==> src/rtl/mips_div.sv <==
// rtl/mips_div.sv - radix-2 restoring divider for the MIPS EX stage (optional DIV_ZERO_FLAG_EN adds div_zero_o)
module mips_div #(
    parameter int WIDTH = 32
) (
    input  logic                 clk,
    input  logic                 rst,
    input  logic                 signed_div_i,
    input  logic [WIDTH-1:0]     opdata1_i,
    input  logic [WIDTH-1:0]     opdata2_i,
    input  logic                 start_i,
    input  logic                 annul_i,
    output logic [2*WIDTH-1:0]   result_o,
    output logic                 ready_o
`ifdef DIV_ZERO_FLAG_EN
    ,
    output logic                 div_zero_o
`endif
);

    localparam int CW = $clog2(WIDTH) + 1;
    localparam logic [CW-1:0]    CNT_LAST = CW'(WIDTH);
    localparam logic [CW-1:0]    CNT_ONE  = CW'(1);
    localparam logic [WIDTH-1:0] ONE_W    = WIDTH'(1);

    typedef enum logic [1:0] {
        ST_FREE    = 2'd0,
        ST_DIVZERO = 2'd1,
        ST_ON      = 2'd2,
        ST_END     = 2'd3
    } state_t;

    state_t             state_q;
    logic [CW-1:0]      cnt_q;
    logic [WIDTH-1:0]   rem_q;
    logic [WIDTH-1:0]   quo_q;
    logic [WIDTH-1:0]   dvs_q;
    logic               sign1_q;
    logic               sign2_q;
    logic [2*WIDTH-1:0] result_q;
    logic               ready_q;
`ifdef DIV_ZERO_FLAG_EN
    logic               div_zero_q;
`endif

    logic [WIDTH:0]     trial;
    logic [WIDTH-1:0]   rem_d;
    logic [WIDTH-1:0]   quo_d;
    logic               op1_neg;
    logic               op2_neg;
    logic [WIDTH-1:0]   op1_abs;
    logic [WIDTH-1:0]   op2_abs;
    logic [WIDTH-1:0]   rem_final;
    logic [WIDTH-1:0]   quo_final;

    // Operand magnitudes and the final sign correction of the result
    always_comb begin
        op1_neg   = signed_div_i & opdata1_i[WIDTH-1];
        op2_neg   = signed_div_i & opdata2_i[WIDTH-1];
        op1_abs   = op1_neg ? (~opdata1_i + ONE_W) : opdata1_i;
        op2_abs   = op2_neg ? (~opdata2_i + ONE_W) : opdata2_i;
        // Remainder takes the dividend's sign; quotient is negative when signs differ
        rem_final = sign1_q ? (~rem_q + ONE_W) : rem_q;
        quo_final = (sign1_q ^ sign2_q) ? (~quo_q + ONE_W) : quo_q;
    end

    // One restoring step: shift the next dividend bit in and try to subtract the divisor
    always_comb begin
        trial = {rem_q, quo_q[WIDTH-1]} - {1'b0, dvs_q};
        rem_d = rem_q;
        quo_d = quo_q;
        if (!trial[WIDTH]) begin
            rem_d = trial[WIDTH-1:0];
            quo_d = {quo_q[WIDTH-2:0], 1'b1};
        end else begin
            rem_d = {rem_q[WIDTH-2:0], quo_q[WIDTH-1]};
            quo_d = {quo_q[WIDTH-2:0], 1'b0};
        end
    end

    // Divider control FSM with registered result and handshake outputs
    always_ff @(posedge clk) begin
        if (rst) begin
            state_q    <= ST_FREE;
            cnt_q      <= '0;
            rem_q      <= '0;
            quo_q      <= '0;
            dvs_q      <= '0;
            sign1_q    <= 1'b0;
            sign2_q    <= 1'b0;
            result_q   <= '0;
            ready_q    <= 1'b0;
`ifdef DIV_ZERO_FLAG_EN
            div_zero_q <= 1'b0;
`endif
        end else begin
            case (state_q)
                ST_FREE: begin
                    // A request raised together with annul is simply not taken
                    if (start_i && !annul_i) begin
                        cnt_q <= '0;
                        if (opdata2_i == '0) begin
                            state_q <= ST_DIVZERO;
                        end else begin
                            state_q <= ST_ON;
                            sign1_q <= op1_neg;
                            sign2_q <= op2_neg;
                            quo_q   <= op1_abs;
                            dvs_q   <= op2_abs;
                            rem_q   <= '0;
                        end
                    end
                end
                ST_DIVZERO: begin
                    // Dwell two cycles so ready rises on the second edge after the request
                    if (cnt_q == '0) begin
                        cnt_q <= CNT_ONE;
                    end else begin
                        state_q    <= ST_END;
                        result_q   <= '0;
                        ready_q    <= 1'b1;
`ifdef DIV_ZERO_FLAG_EN
                        div_zero_q <= 1'b1;
`endif
                    end
                end
                ST_ON: begin
                    if (annul_i) begin
                        state_q <= ST_FREE;
                    end else if (cnt_q == CNT_LAST) begin
                        state_q  <= ST_END;
                        result_q <= {rem_final, quo_final};
                        ready_q  <= 1'b1;
                    end else begin
                        rem_q <= rem_d;
                        quo_q <= quo_d;
                        cnt_q <= cnt_q + CNT_ONE;
                    end
                end
                ST_END: begin
                    // Result is held until EX drops start; a late flush cannot undo it
                    if (!start_i) begin
                        state_q    <= ST_FREE;
                        result_q   <= '0;
                        ready_q    <= 1'b0;
`ifdef DIV_ZERO_FLAG_EN
                        div_zero_q <= 1'b0;
`endif
                    end
                end
                default: begin
                    state_q <= ST_FREE;
                end
            endcase
        end
    end

    assign result_o   = result_q;
    assign ready_o    = ready_q;
`ifdef DIV_ZERO_FLAG_EN
    assign div_zero_o = div_zero_q;
`endif

endmodule

==> config.mk <==
export PLATFORM = sky130hd
export DESIGN_NAME = mips_div
export DESIGN_NICKNAME = d
export VERILOG_FILES = /design/src/rtl/mips_div.sv
export SDC_FILE = /design/constraint.sdc
export NUM_CORES = 1
export LEC_CHECK = 0
export BUFFER_PORTS_ARGS = -buffer_cell sky130_fd_sc_hd__buf_4
export CORE_MARGIN = 4
export CORE_UTILIZATION = 55
export DETAILED_ROUTE_END_ITERATION = 8
export PLACE_DENSITY = 0.76
export SETUP_SLACK_MARGIN = 0.4
export SYNTH_ARGS = -nofsm -noshare
export SYNTH_HDL_FRONTEND = slang
export SYNTH_SLANG_ARGS = --single-unit
==> constraint.sdc <==
create_clock -name clk -period 4.7 [get_ports clk]
set_clock_uncertainty 0.15 [all_clocks]
set_input_delay 0.94 -clock clk [delete_from_list [all_inputs] [get_ports clk]]
set_output_delay 0.94 -clock clk [all_outputs]
set_load 0.05 [all_outputs]
==> impl_metrics.toml, run 1 <==
[power_and_ir_drop]
clock_power_share_pct = 23.5
p_switching_mw = 2.60
p_comb_share_pct = 45.0
ir_drop_mv = 0.326
p_int_mw = 3.31
power.leakage_nw = 5.24
sequentialPowerShare_pct = 31.5
power.density_nw_per_um2 = 456
netSwitchingFraction_pct = 44.0

[grt]
grt_pass1_vias = 9311
antenna_found_initial = 0
grt_pass1_wl_mm = 48.3
grt_overflow = 0
grt_util_all_layers_pct = 26.0
grt_max_degree = 77

[synth]
synth.largest_area_cell = "dfxtp_1"
ys_seq_area_share_pct = 30.5
synth_flop_cell = "dfxtp_1"
synth_top_area_share_pct = 30.5
muxShareOfSynthArea_pct = 1.62
synth_fa_ha_area_share_pct = 5.09
synth.avg_cell_area_um2 = 7.65
synth_edf_count = 0
netlist_area_um2 = 11200
synth_xor_area_share_pct = 10.9
ys_seq_elements = 171
yosys.area_share.simple_pct = 21.7
synth_top_family_by_area = "compound AO/OA/AOI/OAI gates"
yosys_warnings = 0
synthArstFlopShare_pct = 0
synthDistinctLibCells = 75
ys_top_cells_by_area = "dfxtp_1 31%, nand2_1 6.2%, xnor2_1 5.7%"
synth_cells = 1466
synth_nets = 1580
synth_compound_area_share_pct = 25.2

[clock_tree]
cts_tree = "built"
holdBufCountCts = 0
cts_setup_buffers = 0
cts.path.max_buffers = 2
cts_root_buf = "clkbuf_16"
clk_pin_slew_ns = 0.07
ctsResizeCount = 0
clock-sinks = 171
h-tree-depth = 4
clock_latency_ns = 0.43
cts_buffers = 17

[route]
route.detailed.drc = 0
wl_mm = 30.1
vias = 10800
detail-route-antenna-nets = 0
drt-initial-drc-count = 1057
firstDrtPassIters = 6
vias_per_cell = 5.88
wl_per_cell_um = 16.4

[sta]
fin_crit_sh_pct = 82.6
setup-tns-final_ns = 0
max_clock_freq_ghz = 0.258
finalHoldViolCount = 0
maxSlewViolCount = 0
worst_slack_ns = 0.820
setup_viol = 0
layout_min_cycle_time_ns = 3.88
rsz0062_at_grt = "false"
tightest_slew_ns = 1.25
relSlewSlack_pct = 16.2

[critical_path]
path_max_fanout = 19
crit_path_end_kind = "register"
cp-start-kind = "register"
worstPathRequired_ns = 4.87
cp.arrival_ns = 4.05
path_class = "reg2reg"

[placement]
post-dp-hpwl_mm = 22.6
place_congestion = 0.915
place_ws_ns = 0.784
io_buffer_count = 133

[layout]
layout_common_cells = "185 x nand2_1, 171 x dfxtp_1, 150 x buf_4"
nNetsFinal = 1666
synthToLayoutAreaGrowth_pct = 15.6
final_common_cell = "nand2_1"
multi_input_area_um2 = 7280
drive_gt1_share_pct = 13.3
fillCellCount = 1780
regArea_um2 = 3420
antenna_cells = 0

[floorplanning]
fp.dieW_um = 151
fp-row-count = 51
die-height_um = 151
coreArea_um2 = 19800
design.die.area_um2 = 22700
pin_count = 134
start_util_pct = 56.7

[hold_path]
worstHoldPathType = "reg2reg"

[flow_run]
drv_cap = 0

[status]
outcome = "finished clean"
## final timing paths
| kind | startpoint | to | slack (ns) | cells past startpoint |
|---|---|---|---|---|
| worst min-delay path | result_o[34] | result_o[34] | 0.30 | 2 |
| worst min register to register | result_o[34] | result_o[34] | 0.30 | 2 |
| worst max-delay path | quo_q[31] | rem_q[6] | 0.82 | 11 |
| worst max register to register | quo_q[31] | rem_q[6] | 0.82 | 11 |
## through the flow
| step | utilization, % | power, mW | area (um^2) | hold WS [ns] | instances |
|---|---|---|---|---|---|
| after floorplan | - | 3.81 | 11200 | 0.282 | 1466 |
| after global placement | 62.6 | 4.45 | 12400 | 0.287 | 1798 |
| after detailed placement | 62.6 | 4.49 | 12400 | 0.294 | 1798 |
| after CTS | 65.5 | 5.88 | 13000 | 0.305 | 1830 |
| after global routing | 65.5 | 6.29 | 13000 | 0.322 | 1830 |
| final | 65.5 | 5.91 | 13000 | 0.303 | 1830 |
## power groups by stage
stage | registers, mW | clock network (mW) | logic [mW]
6_report | 1.86 | 1.39 | 2.66
5_1_grt | 1.88 | 1.47 | 2.94
4_1_cts | 1.85 | 1.40 | 2.63
3_5_place_dp | 1.88 | 0 | 2.61
3_3_place_gp | 1.87 | 0 | 2.58
2_1_floorplan | 1.86 | 0 | 1.95
## kinds of logic (layout without fill, tap and decap cells)
kind of cell	after synthesis	count (layout)
DFF	171	171
AOI/OAI and AO/OA	430	430
muxes	18	18
and+or+nand+nor	521	521
adders and majority gates	45	45
buffers and inverters	142	241
xor gates and xnor gates	139	139
## routing by layer
layer,GRT usage (%),vias to the layer above,part of all wire (%)
met5,0,-,0
met4,5.58,0,1.2
met3,3.41,35,9.8
met2,35.2,463,39
met1,42.9,4830,50
li1,-,5433,-
## cell usage after synthesis, types with 6 or more instances
cell type / n
a211oi_1: 34
a21o_1: 15
a21oi_1: 106
a221o_1: 8
a22oi_1: 29
a32o_1: 9
and2_1: 15
and3_1: 11
buf_2: 17
clkbuf_1: 63
dfxtp_1: 171
ha_1: 44
inv_1: 58
mux2i_1: 17
nand2_1: 185
nand2b_1: 14
nand3_1: 31
nand4_1: 9
nor2_1: 145
nor3_1: 39
nor4_1: 12
o211ai_1: 31
o21a_1: 9
o21ai_0: 99
o21bai_1: 6
o31ai_1: 27
o41ai_1: 14
or3_1: 19
or4_1: 10
xnor2_1: 73
xor2_1: 66
## flip-flops by register name, summed over array words and instances (netlist names)
register,cells
cnt_q,6
dvs_q,32
quo_q,32
ready_o,1
rem_q,32
result_o,64
sign1_q,1
sign2_q,1
state_q,2
## area by class of cell
cell class,instances,area share (%)
clock buffers,17,3.28
clock inverters,15,1.18
inverters,59,1.71
multi-input cells,1153,56.2
flip-flops and latches,171,26.4
well taps,265,2.56
repair buffers,150,8.69
## worst max-delay path: stages, from the launching register on
cell and delay, ns:
dfxtp_1 0.33, inv_1 0.14, ha_1 0.22, fa_1 0.21, nor2b_1 0.08, o31a_1 0.28
o21ai_1 0.33, o221ai_1 0.19, o21ai_1 0.45, o31a_1 0.39, nand2_1 0.51, a221o_2 0.48
(Power assumes the default switching activity.)
==> run 2, diff against run 1 <==
- CORE_UTILIZATION: 55 -> 54
- PLACE_DENSITY: 0.76 -> 0.78
- clock period: 4.7 -> 3.41 ns (I/O delays scaled with it)
==> impl_metrics.toml, run 2 (same netlist as run 1, synthesis figures left out) <==
[grt]
grt_pass1_wl_mm = 50.9
grt_util_all_layers_pct = 25.9
antenna_found_initial = 0
grt_pass1_vias = 9955
grt_max_degree = 72
grt_overflow = 0

[critical_path]
crit_path_end_kind = "register"
ff2ff_setup_slack_ns = 0.33
cp-start-kind = "register"
crit_chain = "inv_2, ha_4, fa_2, nor2b_2, o31a_1, o21ai_2, o221ai_2, o21ai_2, buf_6, o31ai_4, buf_6, clkbuf_16, o21ai_0, a32o_1"
rr_worst_depth = 14
cp.arrival_ns = 3.26
r2r_end = "rem_q[14]"
reg2reg_from = "quo_q[31]"
worstPathRequired_ns = 3.59
path_class = "reg2reg"
cp_slowest_cell = "fa_2"
max_stage_delay_ns = 0.40
path_max_fanout = 4

[layout]
stdcell_count = 1896
antenna_cells = 0
synthToLayoutAreaGrowth_pct = 24.8
final_common_cell = "buf_4"
largest_reg_flops = 64
nNetsFinal = 1727
drive_gt1_share_pct = 20.5
layout_common_cells = "192 x buf_4, 185 x nand2_1, 157 x dfxtp_1"
finalInstanceArea_um2 = 14000
fillCellCount = 1642

[sta]
maxSlewViolCount = 0
rsz0062_at_grt = "true"
fin_crit_sh_pct = 90.4
max_clock_freq_ghz = 0.324
finalHoldViolCount = 0
tightest_slew_ns = 0.690
layout_min_cycle_time_ns = 3.08
relSlewSlack_pct = 54.0
setup-tns-final_ns = 0
setup_viol = 0

[placement]
io_buffer_count = 133
post-dp-hpwl_mm = 23.4
place_inst = 1844
place_area_um2 = 12800
place_congestion = 0.934

[floorplanning]
coreArea_um2 = 20300
fp-row-count = 52
design.die.area_um2 = 23100
die-height_um = 152
fp.dieW_um = 152
pin_count = 134
start_util_pct = 55.2

[hold_path]
hold_start = "result_o[38]"
holdPathStages = 2
worstHoldPathType = "reg2reg"
worst_hold_path.endpoint = "result_o[38]"

[status]
outcome = "finished clean"

[route]
wl_mm = 32.5
firstDrtPassIters = 6
vias = 11300
wl_per_cell_um = 17.1
route.detailed.drc = 0
vias_per_cell = 5.96
drt-initial-drc-count = 1256
detail-route-antenna-nets = 0

[clock_tree]
cts.path.max_buffers = 2
cts_buffers = 17
cts_root_buf = "clkbuf_16"
cts_tree = "built"
clock-sinks = 171
clock_latency_ns = 0.44
holdBufCountCts = 0
h-tree-depth = 4
clk_pin_slew_ns = 0.07

[power_and_ir_drop]
power.leakage_nw = 5.68
power.density_nw_per_um2 = 634
ir_drop_mv = 0.547

[flow_run]
drv_cap = 0
[run 2: cell types whose count changed in the layout (fill, tap and decap cells not counted), sizes merged]
cell,before,now
buf,150,207
clkbuf,17,21
[run 2: power breakdown]
| group | internal (mW) | total (mW) | switching [mW] |
|---|---|---|---|
| logic | 1.79 | 4.39 | 2.60 |
| registers | 2.24 | 2.54 | 0.299 |
| clock network | 0.988 | 1.94 | 0.951 |
[run 2: timing repair]
action | 4_1_cts | 5_1_grt
pin swaps | 7 | 25
resized for setup | 21 | 71
endpoints found under the setup margin | 35 | 83
buffers inserted | 3 | 11
cloned | 1 | 5
[run 2: how the worst max path moves through the flow]
stage | from | to | slack, ns | cells past startpoint
4_1_cts | rem_q[24] | rem_q[8] | 0.41 | 12
5_1_grt | quo_q[31] | rem_q[14] | 0.26 | 14
3_5_place_dp | opdata2_i[21] | rem_q[25] | 0.15 | 10
3_3_place_gp | opdata2_i[21] | dvs_q[1] | 0.13 | 8
6_report | quo_q[31] | rem_q[14] | 0.33 | 14
2_1_floorplan | quo_q[31] | rem_q[12] | 0.40 | 12
[run 2: per-layer routing]
metal | vias to the layer above | global-route usage, % | routed length [um]
li1 | 5559 | - | -
met5 | - | 0 | 0
met2 | 485 | 37.3 | 13900
met3 | 48 | 4.32 | 2930
met1 | 5212 | 40.3 | 15100
met4 | 0 | 6.12 | 544
[run 2: critical path: cells and delay by family (launching register included)]
family | cells | cell delay [ns]
flip-flops | 1 | 0.34
adder cells (fa/ha/maj) | 2 | 0.56
buffers and inverters | 4 | 0.52
AO/OA/AOI/OAI | 7 | 1.22
AND/OR/NAND/NOR | 1 | 0.17
[run 2: layout make-up]
type                    count  area, um^2  area share [%]
clock inverters            15         170            1.22
clock buffers              17         425            3.04
multi-input cells        1153        7590            54.3
inverters                  59         221            1.58
flip-flops and latches    171        3450            24.7
well taps                 270         338            2.41
repair buffers            211        1800            12.8
[run 2: through the flow]
step	util [%]	power, mW	setup WS, ns	hold slack, ns
after floorplan	-	5.26	0.403	0.282
after global placement	63.1	6.31	0.133	0.286
after detailed placement	63.1	6.39	0.146	0.296
after CTS	66.7	8.42	0.406	0.305
after global routing	69.0	9.38	0.259	0.318
final	69.0	8.87	0.326	0.304
